## src/rtl/date_key_pulser.sv

```systemverilog
// Front-panel key conditioner: sync + debounce, up/down pulses, edit toggle.
// Optional auto-repeat built when KEY_AUTOREPEAT_EN is defined.
//
// Ports:
//   clk      in  system clock, all logic on posedge
//   reset    in  synchronous active-low reset
//   btn_up   in  raw up key (async, active-high)
//   btn_down in  raw down key (async, active-high)
//   btn_edit in  raw edit-mode key (async, active-high)
//   up       out one-clock increment pulse
//   down     out one-clock decrement pulse
//   enable   out 1 = edit mode, 0 = counters follow RTC
//   busy     out key FSM not in IDLE
module date_key_pulser #(
  parameter int unsigned DEBOUNCE_CYC = 500000,
  parameter int unsigned HOLD_CYC     = 25000000,
  parameter int unsigned REPEAT_CYC   = 5000000
) (
  input  logic clk,
  input  logic reset,
  input  logic btn_up,
  input  logic btn_down,
  input  logic btn_edit,
  output logic up,
  output logic down,
  output logic enable,
  output logic busy
);

  localparam int unsigned DW = $clog2(DEBOUNCE_CYC);
  localparam logic [DW-1:0] DB_LAST = DW'(DEBOUNCE_CYC - 1);

  typedef enum logic [1:0] {
    IDLE,
    HOLD,
    REPEAT,
    LOCK
  } state_e;

  // key index: 0 = up, 1 = down, 2 = edit
  logic [2:0] raw;
  logic [2:0] s1_q;
  logic [2:0] s2_q;
  logic [2:0] lvl_q;
  logic [2:0] lvl_d;
  logic [2:0] prev_q;
  logic [2:0] rise;
  logic [DW-1:0] cnt_q [3];
  logic [DW-1:0] cnt_d [3];

  logic   en_q;
  logic   en_d;
  state_e state_q;
  state_e state_d;
  logic   key_q;
  logic   key_d;
  logic   up_q;
  logic   up_d;
  logic   down_q;
  logic   down_d;
  logic   held;
  logic   other;

  assign raw  = {btn_edit, btn_down, btn_up};
  assign rise = lvl_q & ~prev_q;

  // Counter only runs while the synced level disagrees with the
  // debounced one; any agreeing cycle restarts the count.
  always_comb begin
    for (int i = 0; i < 3; i++) begin
      lvl_d[i] = lvl_q[i];
      cnt_d[i] = '0;
      if (s2_q[i] != lvl_q[i]) begin
        if (cnt_q[i] == DB_LAST) begin
          lvl_d[i] = ~lvl_q[i];
        end else begin
          cnt_d[i] = cnt_q[i] + DW'(1);
        end
      end
    end
  end

  always_ff @(posedge clk) begin
    if (!reset) begin
      s1_q   <= '0;
      s2_q   <= '0;
      lvl_q  <= '0;
      prev_q <= '0;
      for (int i = 0; i < 3; i++) begin
        cnt_q[i] <= '0;
      end
    end else begin
      s1_q   <= raw;
      s2_q   <= s1_q;
      lvl_q  <= lvl_d;
      prev_q <= lvl_q;
      for (int i = 0; i < 3; i++) begin
        cnt_q[i] <= cnt_d[i];
      end
    end
  end

  assign en_d = en_q ^ rise[2];

  // key_q: 1 = up is the key being serviced, 0 = down
  assign held  = key_q ? lvl_q[0] : lvl_q[1];
  assign other = key_q ? lvl_q[1] : lvl_q[0];

`ifdef KEY_AUTOREPEAT_EN
  localparam int unsigned TMAX =
    (HOLD_CYC > REPEAT_CYC) ? HOLD_CYC : REPEAT_CYC;
  localparam int unsigned TW = $clog2(TMAX);
  localparam logic [TW-1:0] HOLD_LAST = TW'(HOLD_CYC - 1);
  localparam logic [TW-1:0] REP_LAST  = TW'(REPEAT_CYC - 1);

  logic [TW-1:0] tmr_q;
  logic [TW-1:0] tmr_d;
  logic [TW-1:0] tmr_last;

  assign tmr_last = (state_q == HOLD) ? HOLD_LAST : REP_LAST;

  always_ff @(posedge clk) begin
    if (!reset) begin
      tmr_q <= '0;
    end else begin
      tmr_q <= tmr_d;
    end
  end
`else
  // Hold/repeat timing has no effect without auto-repeat.
  logic unused_cfg;
  assign unused_cfg = ^{HOLD_CYC, REPEAT_CYC};
`endif

  always_comb begin
    state_d = state_q;
    key_d   = key_q;
    up_d    = 1'b0;
    down_d  = 1'b0;
`ifdef KEY_AUTOREPEAT_EN
    tmr_d   = '0;
`endif
    unique case (state_q)
      IDLE: begin
        if (rise[0] && !lvl_q[1] && en_q) begin
          up_d    = 1'b1;
          key_d   = 1'b1;
          state_d = HOLD;
        end else if (rise[1] && !lvl_q[0] && en_q) begin
          down_d  = 1'b1;
          key_d   = 1'b0;
          state_d = HOLD;
        end else if (lvl_q[0] || lvl_q[1]) begin
          state_d = LOCK;
        end
      end
      HOLD, REPEAT: begin
        // Release beats lock, lock beats timer expiry.
        if (!held) begin
          state_d = IDLE;
        end else if (other || !en_q) begin
          state_d = LOCK;
`ifdef KEY_AUTOREPEAT_EN
        end else if (tmr_q == tmr_last) begin
          up_d    = key_q;
          down_d  = ~key_q;
          state_d = REPEAT;
        end else begin
          tmr_d = tmr_q + TW'(1);
`endif
        end
      end
      LOCK: begin
        if (!lvl_q[0] && !lvl_q[1]) begin
          state_d = IDLE;
        end
      end
      default: state_d = IDLE;
    endcase
  end

  always_ff @(posedge clk) begin
    if (!reset) begin
      state_q <= IDLE;
      key_q   <= 1'b0;
      up_q    <= 1'b0;
      down_q  <= 1'b0;
      en_q    <= 1'b0;
    end else begin
      state_q <= state_d;
      key_q   <= key_d;
      up_q    <= up_d;
      down_q  <= down_d;
      en_q    <= en_d;
    end
  end

  assign up     = up_q;
  assign down   = down_q;
  assign enable = en_q;
  assign busy   = (state_q != IDLE);

endmodule

```

## config.mk

```make
export PLATFORM = sky130hd
export DESIGN_NAME = date_key_pulser
export DESIGN_NICKNAME = d
export VERILOG_FILES = /design/src/rtl/date_key_pulser.sv
export SDC_FILE = /design/constraint.sdc
export NUM_CORES = 1
export LEC_CHECK = 0
export CELL_PAD_IN_SITES_DETAIL_PLACEMENT = 0
export CELL_PAD_IN_SITES_GLOBAL_PLACEMENT = 1
export CORE_ASPECT_RATIO = 1.4
export CORE_MARGIN = 5
export CORE_UTILIZATION = 47
export DETAILED_ROUTE_END_ITERATION = 7
export PLACE_DENSITY = 0.9
export RECOVER_POWER = 50
export SLEW_MARGIN = 40
export SYNTH_ARGS = -nofsm -noshare
export SYNTH_HDL_FRONTEND = slang
export SYNTH_SLANG_ARGS = --single-unit
```

## constraint.sdc

```tcl
create_clock -name clk -period 2.27 [get_ports clk]
set_input_delay 0.454 -clock clk [delete_from_list [all_inputs] [get_ports clk]]
set_output_delay 0.454 -clock clk [all_outputs]
set_load 0.05 [all_outputs]
```

==> run metrics <==
status=completed; Static Leak=1.16 nW; Slew headroom=60.6%; mapped cell area=3310 um2; clock slew at reported path FFs=approximately 0.070 ns; Placer Congestion=0.757; Util after Layout=53.8%; clk_lat worst skew=roughly 0.35 ns; # rows=36; Crit path max-delay family=buffers and inverters; RSZ-0062 raised after global routing=false; DP HPWL=4380 um; Overall Global Routing Usage=15.5%; Ports=9; CTS tree=yes; H-tree depth=3; DR vias/cell=5.24; CP Data Required Time=1.82 ns; Max Fclk=~480 MHz; Post-Syn Nets=about 390; Clock Sink Count=75; Die X=80.9 um; total grt overflow=0; Residual DRC=0; area share of the largest cell type after synthesis=45.4%; Synth Instances=378; crit start category=flop; Starting DRT DRC Count=147; synthesized area per cell=8.76 um2; post_cts resized=0; initial antenna violation count=0; fin crit period=~2.1 ns; Largest stage delay, worst path=about 0.84 ns; Worst Skew=between 0.01 and 0.015 ns; fraction of layout cells with a size suffix above 1=6.50%; top cells by area, synth=dfxtp_1 45%, xnor2_1 6.4%, nor2_1 6.1%, xor2_1 4.8%, nand3_1 3.6%; PnR worst setup slack=between 0.15 and 0.2 ns; total CTS buffers=9; hold crit path type=flop to flop; setup TNS=0 ns; PortBufs=8; # fillers=685; Die ar.=8840 um2; worst r2r src=cnt_q[0][38]; leading area contributor after synthesis=dfxtp_1; Pre-antenna DRT Iters=4; vias in the first global route=2481; Max rail drop VDD=0.402 mV; P per Cell Area=706 nW/um2; Max Cap Violations=0; Critical Path, Cell by Cell=clkdlybuf4s50_1; Initial Utilization=47.7%; Netlist cell types=42; Bufs on Longest Clock Path=2; Setup crit end kind=output port; Worst Path Buf+Inv=1; Die Ht=109 um; Post-synth top flop=dfxtp_1; worst slew pin tran=0.593 ns; CTS root buffer=clkbuf_8; Setup crit start=enable; CP max stage cell=clkdlybuf4s50_1; Area Overhead vs Synth=12.9%; Hold Vio Cnt, Final=0; via count=2595; Crit Path Category=flop to output port; Finish-stage setup viols=0; WL/cell=12.1 um; DRT antenna net count=0; nets@finish=405; hold path start=s1_q[2]; CP Data Arrival Time=1.63 ns; CTS Hold Buffers Added=0; final slew viol count=0; first-pass GRT wire length=between 10000 and 15000 um; critical path fanouts, max=6; sequential-to-total area share from yosys stat=45.4%; Post-CTS Setup Bufs=0; EDFF count, synth=0; largest net degree at the start of global routing=18; Inserted Diodes=0; register bit total from synthesis=75; Final Cycle Share=91.8%; Async S/R FF share, synth=0%; WL final=between 6000 and 7000 um; core area=6940 um2; Ys Warns=0; pre-CTS setup slack=0.357 ns
## final timing paths
| check | slack (ns) | end | cells after the start |
|---|---|---|---|
| max reg2reg | 0.34 | cnt_q[0][54] | 5 |
| max | 0.19 | enable | 1 |
| min reg2reg | 0.43 | s2_q[2] | 1 |
| min | 0.43 | s2_q[2] | 1 |
## cell usage in the layout, fill, tap and decap left out, types with 3 or more instances in the layout
| master | count |
|---|---|
| nor2_1 | 54 |
| buf_4 | 6 |
| nor4b_1 | 5 |
| nand4_1 | 12 |
| xor2_1 | 18 |
| xnor2_1 | 24 |
| nor4_1 | 8 |
| clkbuf_8 | 11 |
| nand2_1 | 23 |
| ha_1 | 5 |
| o31ai_1 | 7 |
| o21ai_0 | 9 |
| and2_0 | 3 |
| dfxtp_1 | 75 |
| and4_1 | 7 |
| or4_1 | 8 |
| clkbuf_1 | 6 |
| and2_1 | 6 |
| or3_1 | 9 |
| nor3_1 | 11 |
| clkdlybuf4s50_1 | 6 |
| inv_1 | 16 |
| a21oi_1 | 18 |
| nand3_1 | 24 |
## per-layer routing
| metal | part of all wire (%) | up-vias | GRT usage (%) |
|---|---|---|---|
| met5 | 0 | - | 0 |
| met4 | 2.6 | 0 | 10.3 |
| met3 | 2.5 | 12 | 3.06 |
| met2 | 49 | 23 | 26.4 |
| met1 | 46 | 1202 | 17.1 |
| li1 | - | 1358 | - |
## state kept, by name, indices dropped and copies added, names as in the netlist
| register | cells |
|---|---|
| cnt_q | 57 |
| down | 1 |
| prev_q | 3 |
| lvl_q | 3 |
| key_q | 1 |
| up | 1 |
| s2_q | 3 |
| enable | 1 |
| s1_q | 3 |
| state_q | 2 |
## cells by family (layout without fill, tap and decap cells)
kind of cell / Yosys count / count (layout) / share of synthesized area (%)
adders and majority gates: 5 / 5 / 1.89
and+or+nand+nor: 183 / 183 / 29.4
buffers and inverters: 28 / 50 / 3.33
AOI/OAI and AO/OA: 43 / 43 / 8.28
muxes: 2 / 2 / 0.605
DFF: 75 / 75 / 45.4
xor gates and xnor gates: 42 / 42 / 11.1
## per-stage QoR
step	hold slack [ns]	total power [W]	cells	cell area (um2)
after detailed placement	0.426	0.00153	479	3530
after CTS	0.440	0.00268	495	3760
after global placement	0.419	0.00153	479	3530
after floorplan	0.412	0.00149	378	3310
final	0.434	0.00264	495	3730
after global routing	0.474	0.00274	495	3730
## power breakdown
group / total (W) / switching [W] / internal (W)
Combinational: 0.000150 / 0.0000951 / 0.0000552
Sequential: 0.00134 / 0.0000100 / 0.00133
Clock: 0.00115 / 0.000470 / 0.000677
## synth_stat cells, types with 2 or more instances
cell and count:
nor3_1 11, xnor2_1 24, o21a_1 2, or2_1 2, or3_1 9, o21ai_0 9
clkbuf_1 10, or4_1 8, or3b_2 2, ha_1 5, and4_1 7, nor2_1 54
o31ai_1 6, nor4_1 8, mux2i_1 2, inv_1 16, nand2_1 23, nor4b_1 5
dfxtp_1 75, nand3_1 24, and2_1 9, xor2_1 18, nand4_1 12, nor2b_1 2
a21oi_1 18
## area by class of cell
cell class	instances	area (um2)	share of cell area (%)
Clock buffer	12	155	4.15
Clock inverter	4	72.6	1.94
Inverter	16	60.1	1.61
Multi-Input combinational cell	275	1690	45.3
Sequential cell	75	1500	40.2
Tap cell	95	119	3.18
Timing Repair Buffer	18	134	3.58
No activity file was read; power rests on OpenSTA's default activity.
